--- src/rtl/uart_tx.sv ---
// UART transmitter: queues words in a small FIFO and serialises them MSB-first as
// start / WIDTH data / STOP_BITS stop frames, each bit lasting DIVISOR clk cycles.
module uart_tx #(
  parameter int unsigned WIDTH      = 8,
  parameter int unsigned DIVISOR    = 100,
  parameter int unsigned FIFO_DEPTH = 4,
  parameter int unsigned STOP_BITS  = 1
) (
  input  logic                          clk,
  input  logic                          i_reset,
  input  logic [WIDTH-1:0]              i_data,
  input  logic                          i_valid,
  output logic                          o_ready,
  output logic                          o_tx,
  output logic                          o_busy,
  output logic [$clog2(FIFO_DEPTH):0]   o_fifo_count
);

  localparam int unsigned PW = $clog2(FIFO_DEPTH);
  localparam int unsigned DW = $clog2(DIVISOR * STOP_BITS);
  localparam int unsigned BW = (WIDTH > 1) ? $clog2(WIDTH) : 1;

  localparam logic [DW-1:0] BitLast   = DW'(DIVISOR - 1);
  localparam logic [DW-1:0] StopLast  = DW'(DIVISOR * STOP_BITS - 1);
  localparam logic [BW-1:0] IdxLast   = BW'(WIDTH - 1);
  localparam logic [PW:0]   CountFull = (PW + 1)'(FIFO_DEPTH);

  localparam logic [1:0] StIdle  = 2'd0;
  localparam logic [1:0] StStart = 2'd1;
  localparam logic [1:0] StData  = 2'd2;
  localparam logic [1:0] StStop  = 2'd3;

  // FIFO storage and pointers
  logic [WIDTH-1:0] mem [FIFO_DEPTH];
  logic [PW-1:0]    wr_ptr_q;
  logic [PW-1:0]    rd_ptr_q;
  logic [PW:0]      count_q;
  logic             push;
  logic             pop;
  logic             fifo_nonempty;

  // Serialiser state
  logic [1:0]       state_q, state_d;
  logic [DW-1:0]    div_q, div_d;
  logic [BW-1:0]    bit_idx_q, bit_idx_d;
  logic [WIDTH-1:0] shift_q, shift_d;
  logic             tx_line;

  assign o_ready       = (count_q < CountFull);
  assign push          = i_valid && o_ready;
  assign fifo_nonempty = (count_q != '0);
  assign o_fifo_count  = count_q;
  assign o_busy        = (state_q != StIdle) || fifo_nonempty;

  always_ff @(posedge clk) begin
    if (push) begin
      mem[wr_ptr_q] <= i_data;
    end
  end

  always_ff @(posedge clk) begin
    if (i_reset) begin
      wr_ptr_q <= '0;
      rd_ptr_q <= '0;
      count_q  <= '0;
    end else begin
      if (push) wr_ptr_q <= wr_ptr_q + 1'b1;
      if (pop)  rd_ptr_q <= rd_ptr_q + 1'b1;
      case ({push, pop})
        2'b10:   count_q <= count_q + 1'b1;
        2'b01:   count_q <= count_q - 1'b1;
        default: count_q <= count_q;
      endcase
    end
  end

  always_comb begin
    state_d   = state_q;
    div_d     = div_q;
    bit_idx_d = bit_idx_q;
    shift_d   = shift_q;
    pop       = 1'b0;
    case (state_q)
      StIdle: begin
        if (fifo_nonempty) begin
          pop     = 1'b1;
          shift_d = mem[rd_ptr_q];
          div_d   = '0;
          state_d = StStart;
        end
      end
      StStart: begin
        if (div_q == BitLast) begin
          div_d     = '0;
          bit_idx_d = IdxLast;
          state_d   = StData;
        end else begin
          div_d = div_q + 1'b1;
        end
      end
      StData: begin
        if (div_q == BitLast) begin
          div_d = '0;
          if (bit_idx_q == '0) begin
            state_d = StStop;
          end else begin
            bit_idx_d = bit_idx_q - 1'b1;
          end
        end else begin
          div_d = div_q + 1'b1;
        end
      end
      StStop: begin
        if (div_q == StopLast) begin
          div_d = '0;
          // Chain straight into the next frame when more words are waiting
          if (fifo_nonempty) begin
            pop     = 1'b1;
            shift_d = mem[rd_ptr_q];
            state_d = StStart;
          end else begin
            state_d = StIdle;
          end
        end else begin
          div_d = div_q + 1'b1;
        end
      end
      default: state_d = StIdle;
    endcase
  end

  always_comb begin
    tx_line = 1'b1;
    case (state_q)
      StStart: tx_line = 1'b0;
      StData:  tx_line = shift_q[bit_idx_q];
      default: tx_line = 1'b1;
    endcase
  end

  always_ff @(posedge clk) begin
    if (i_reset) begin
      state_q   <= StIdle;
      div_q     <= '0;
      bit_idx_q <= '0;
      shift_q   <= '0;
      o_tx      <= 1'b1;
    end else begin
      state_q   <= state_d;
      div_q     <= div_d;
      bit_idx_q <= bit_idx_d;
      shift_q   <= shift_d;
      o_tx      <= tx_line;
    end
  end

endmodule

--- config.mk ---
export PLATFORM = sky130hd
export DESIGN_NAME = uart_tx
export DESIGN_NICKNAME = d
export VERILOG_FILES = /design/src/rtl/uart_tx.sv
export SDC_FILE = /design/constraint.sdc
export NUM_CORES = 1
export LEC_CHECK = 0
export CAP_MARGIN = 5
export CORE_ASPECT_RATIO = 1.5
export CORE_MARGIN = 2
export CORE_UTILIZATION = 50
export CTS_CLUSTER_DIAMETER = 30
export DETAILED_ROUTE_END_ITERATION = 8
export PLACE_DENSITY = 0.77
export SYNTH_ARGS = -nofsm -noshare
export SYNTH_HDL_FRONTEND = slang
export SYNTH_SLANG_ARGS = --single-unit
--- constraint.sdc ---
create_clock -name clk -period 4.86 [get_ports clk]
set_clock_uncertainty 0.1 [all_clocks]
set_input_delay 0.972 -clock clk [delete_from_list [all_inputs] [get_ports clk]]
set_output_delay 0.972 -clock clk [all_outputs]
set_load 0.005 [all_outputs]
==> summary.md <==
| Metric | Value |
|---|---|
| NumNets Final | `270` |
| Hold slack | `0.376 ns` |
| Commonest non-fill, non-tap cells in the layout | `32 x edfxtp_1, 30 x dfxtp_1, 20 x a21oi_1` |
| Clk pwr share | `0.225` |
| Die width | `64.6 um` |
| Distinct cells, synth | `44` |
| Core Area | `5410 um^2` |
| Hold_buf cts | `0` |
| CP required | `3.79 ns` |
| Synthesized instance count | `228` |
| MaxCap Viol Count | `0` |
| Tcrit/Tclk final | `0.646` |
| Final ANT Viol Nets | `0` |
| Critical path arrival | `2.07 ns` |
| Register share of total power | `0.434` |
| Type of the worst setup path | `reg -> out` |
| DRT Wirelength | `4.48 mm` |
| Buffers inserted by post-CTS timing repair | `0` |
| Comb power frac | `0.342` |
| Vias in the first global route | `1737` |
| Netlist Area Pre-Place | `2760 um^2` |
| TritonCTS Sinks | `62` |
| Slew at the pin with the worst max-slew slack | `1.11 ns` |
| Asr flop ratio synth | `0` |
| GR Overflow Total | `0` |
| RR Startpoint | `div_q[0]` |
| Status | `finished, final reports clean` |
| Rows | `33` |
| GRT Util Overall | `0.167` |
| Area Growth Syn to Fin | `13.7%` |
| Pin count of the biggest net entering global routing | `32` |
| Pwr per Cell Area | `557 nW/um^2` |
| Final setup fails | `0` |
| Synth top area share | `0.349` |
| Largest area contributor in the netlist | `edfxtp_1` |
| DRC violations left | `0` |
| Post-synth EDFFs | `32` |
| FF-to-FF End | `o_fifo_count[2]` |
| Most common cell after layout, fill and taps aside | `edfxtp_1` |
| Crit start category | `register` |
| Maximum clock rate | `0.319 GHz` |
| Detailed Routing Iterations Pass 1 | `4` |
| Slew headroom | `0.257` |
| Clock Tree Buf Depth | `2` |
| Clock latency at the later pin of the worst-skew pair | `0.34 ns` |
| Worst min-delay path class | `reg -> reg` |
| Root Buffer | `clkbuf_8` |
| Crit-path max cell delay | `0.52 ns` |
| Static leakage | `1.06 nW` |
| CP cell instances | `inv_1 -> ha_1 -> and2_1 -> inv_1 -> clkdlybuf4s50_1` |
| Cell mode on critical path | `inv_1` |
| WL per Instance | `14.0 um` |
| Peak VDD IR | `0.315 mV` |
| Total CTS buffers | `9` |
| NetSw | `605 uW` |
| Pins over their slew limit | `0` |
| DIE AREA | `6130 um^2` |
| Global-route wire length before repair | `7.55 mm` |
| Diodes inserted | `0` |
| CTS tree | `done` |
| Setup slack, reg-to-reg | `1.82 ns` |
| Vias post-DR | `1758` |
| Internal | `1.14 mW` |
| Post-cts gate resize count | `0` |
| Initial antenna violation count | `0` |
| Clock transition at path regs | `0.07 ns` |
| Net count after synthesis | `253` |
| I/O pin count | `17` |
| Hold Path End | `shift_q[7]` |
| TNS Setup | `0 ns` |
| Mean post-synth cell area | `12.1 um^2` |
| Initial DRC Count | `111` |
| Initial Util | `0.509` |
| Placer Congestion | `0.812` |
| Synth warn | `0` |
| CP max stage cell | `clkdlybuf4s50_1` |
| HPWL Detailed | `3.19 mm` |
| H-Tree Level Count | `3` |
| Port bufs | `16` |
| Seq cells post-synth | `62` |
| Sequential element share of the synthesized area | `0.567` |
| Overall Power | `1.74 mW` |
| Chip height | `94.9 um` |
| Hold Path Stages | `2` |
| Crit Path Max Fanout | `7` |
| Hold path start | `shift_q[7]` |
| Reg2Reg Depth | `10` |
| Layout cells sized above 1 | `0.120` |
| Final Hold Fails | `0` |
| Sw Ratio | `0.347` |
| Avg Vias per Cell | `5.49` |
| Final period demand of the worst path | `3.14 ns` |
| RSZ-0062 raised after global routing | `false` |
| Main area contributors after synthesis | `edfxtp_1 35%, dfxtp_1 22%, mux4_2 8.2%` |
| CP endpoint kind | `output port` |
| Most used DFF post-synth | `edfxtp_1` |
routing by layer:
| layer | vias to the layer above | wire length (um) | GRT usage |
|---|---|---|---|
| met5 | - | 0 | 0 |
| met4 | 0 | 138 | 0.117 |
| met3 | 12 | 124 | 0.0369 |
| met2 | 23 | 2340 | 0.292 |
| met1 | 848 | 1880 | 0.178 |
| li1 | 875 | - | - |
stage by stage:
step                      std cells   util  cell area, um^2  setup slack, ns
after floorplan                 228      -             2760             2.18
after global placement          304  0.547             2960             1.85
after detailed placement        304  0.547             2960             1.75
after CTS                       320  0.579             3130             1.70
after global routing            320  0.579             3130             1.59
final                           320  0.579             3130             1.72
synthesized netlist by cell type, types with 6 or more instances:
library cell	number
o21ai_0	13
nor2_1	16
nand3_1	11
and2_1	6
edfxtp_1	32
ha_1	13
dfxtp_1	30
inv_1	14
mux4_2	10
a21oi_1	20
nand2_1	6
state kept, by name, indices dropped and copies added (netlist names), named ones only:
signal and flops:
div_q 7, o_fifo_count 3, bit_idx_q 3, wr_ptr_q 2
mem 32, shift_q 8, rd_ptr_q 2, o_tx 1
state_q 2
power groups by stage:
stage / clock network [mW] / logic [mW] / registers, mW
2_1_floorplan: 0 / 0.473 / 0.728
3_3_place_gp: 0 / 0.583 / 0.763
3_5_place_dp: 0 / 0.598 / 0.769
4_1_cts: 0.402 / 0.601 / 0.758
5_1_grt: 0.427 / 0.682 / 0.771
6_report: 0.392 / 0.596 / 0.756
how the worst max path moves through the flow:
stage,to,cells after the start,from
final,o_busy,5,state_q[0]
after global routing,o_busy,4,o_fifo_count[2]
after CTS,o_busy,5,state_q[0]
after detailed placement,o_fifo_count[2],9,i_valid
after global placement,o_fifo_count[2],9,i_valid
after floorplan,o_fifo_count[2],11,state_q[0]
critical path, delay by kind of cell (launching register included):
kind                       cells  cell delay [ns]
adders and majority gates      1             0.29
buffers and inverters          3             0.78
DFF                            1             0.40
and+or+nand+nor                1             0.25
area by class of cell:
| cell class | count | area [um^2] |
|---|---|---|
| Fill cell | 429 | 2280 |
| Sequential cell | 62 | 1560 |
| Multi-Input combinational cell | 142 | 1100 |
| Timing Repair Buffer | 16 | 160 |
| Clock buffer | 9 | 124 |
| Tap cell | 70 | 87.6 |
| Inverter | 14 | 52.6 |
| Clock inverter | 7 | 50.0 |
cells by family after synthesis:
| family | after synthesis | synth area share |
|---|---|---|
| flops | 62 | 0.567 |
| xor+xnor | 3 | 0.00954 |
| buf+inv | 24 | 0.0350 |
| simple gates | 58 | 0.111 |
| fa+ha+maj | 14 | 0.0663 |
| compound gates | 54 | 0.119 |
| mux | 13 | 0.0926 |
Note: power is estimated with default switching activity, not from simulation.
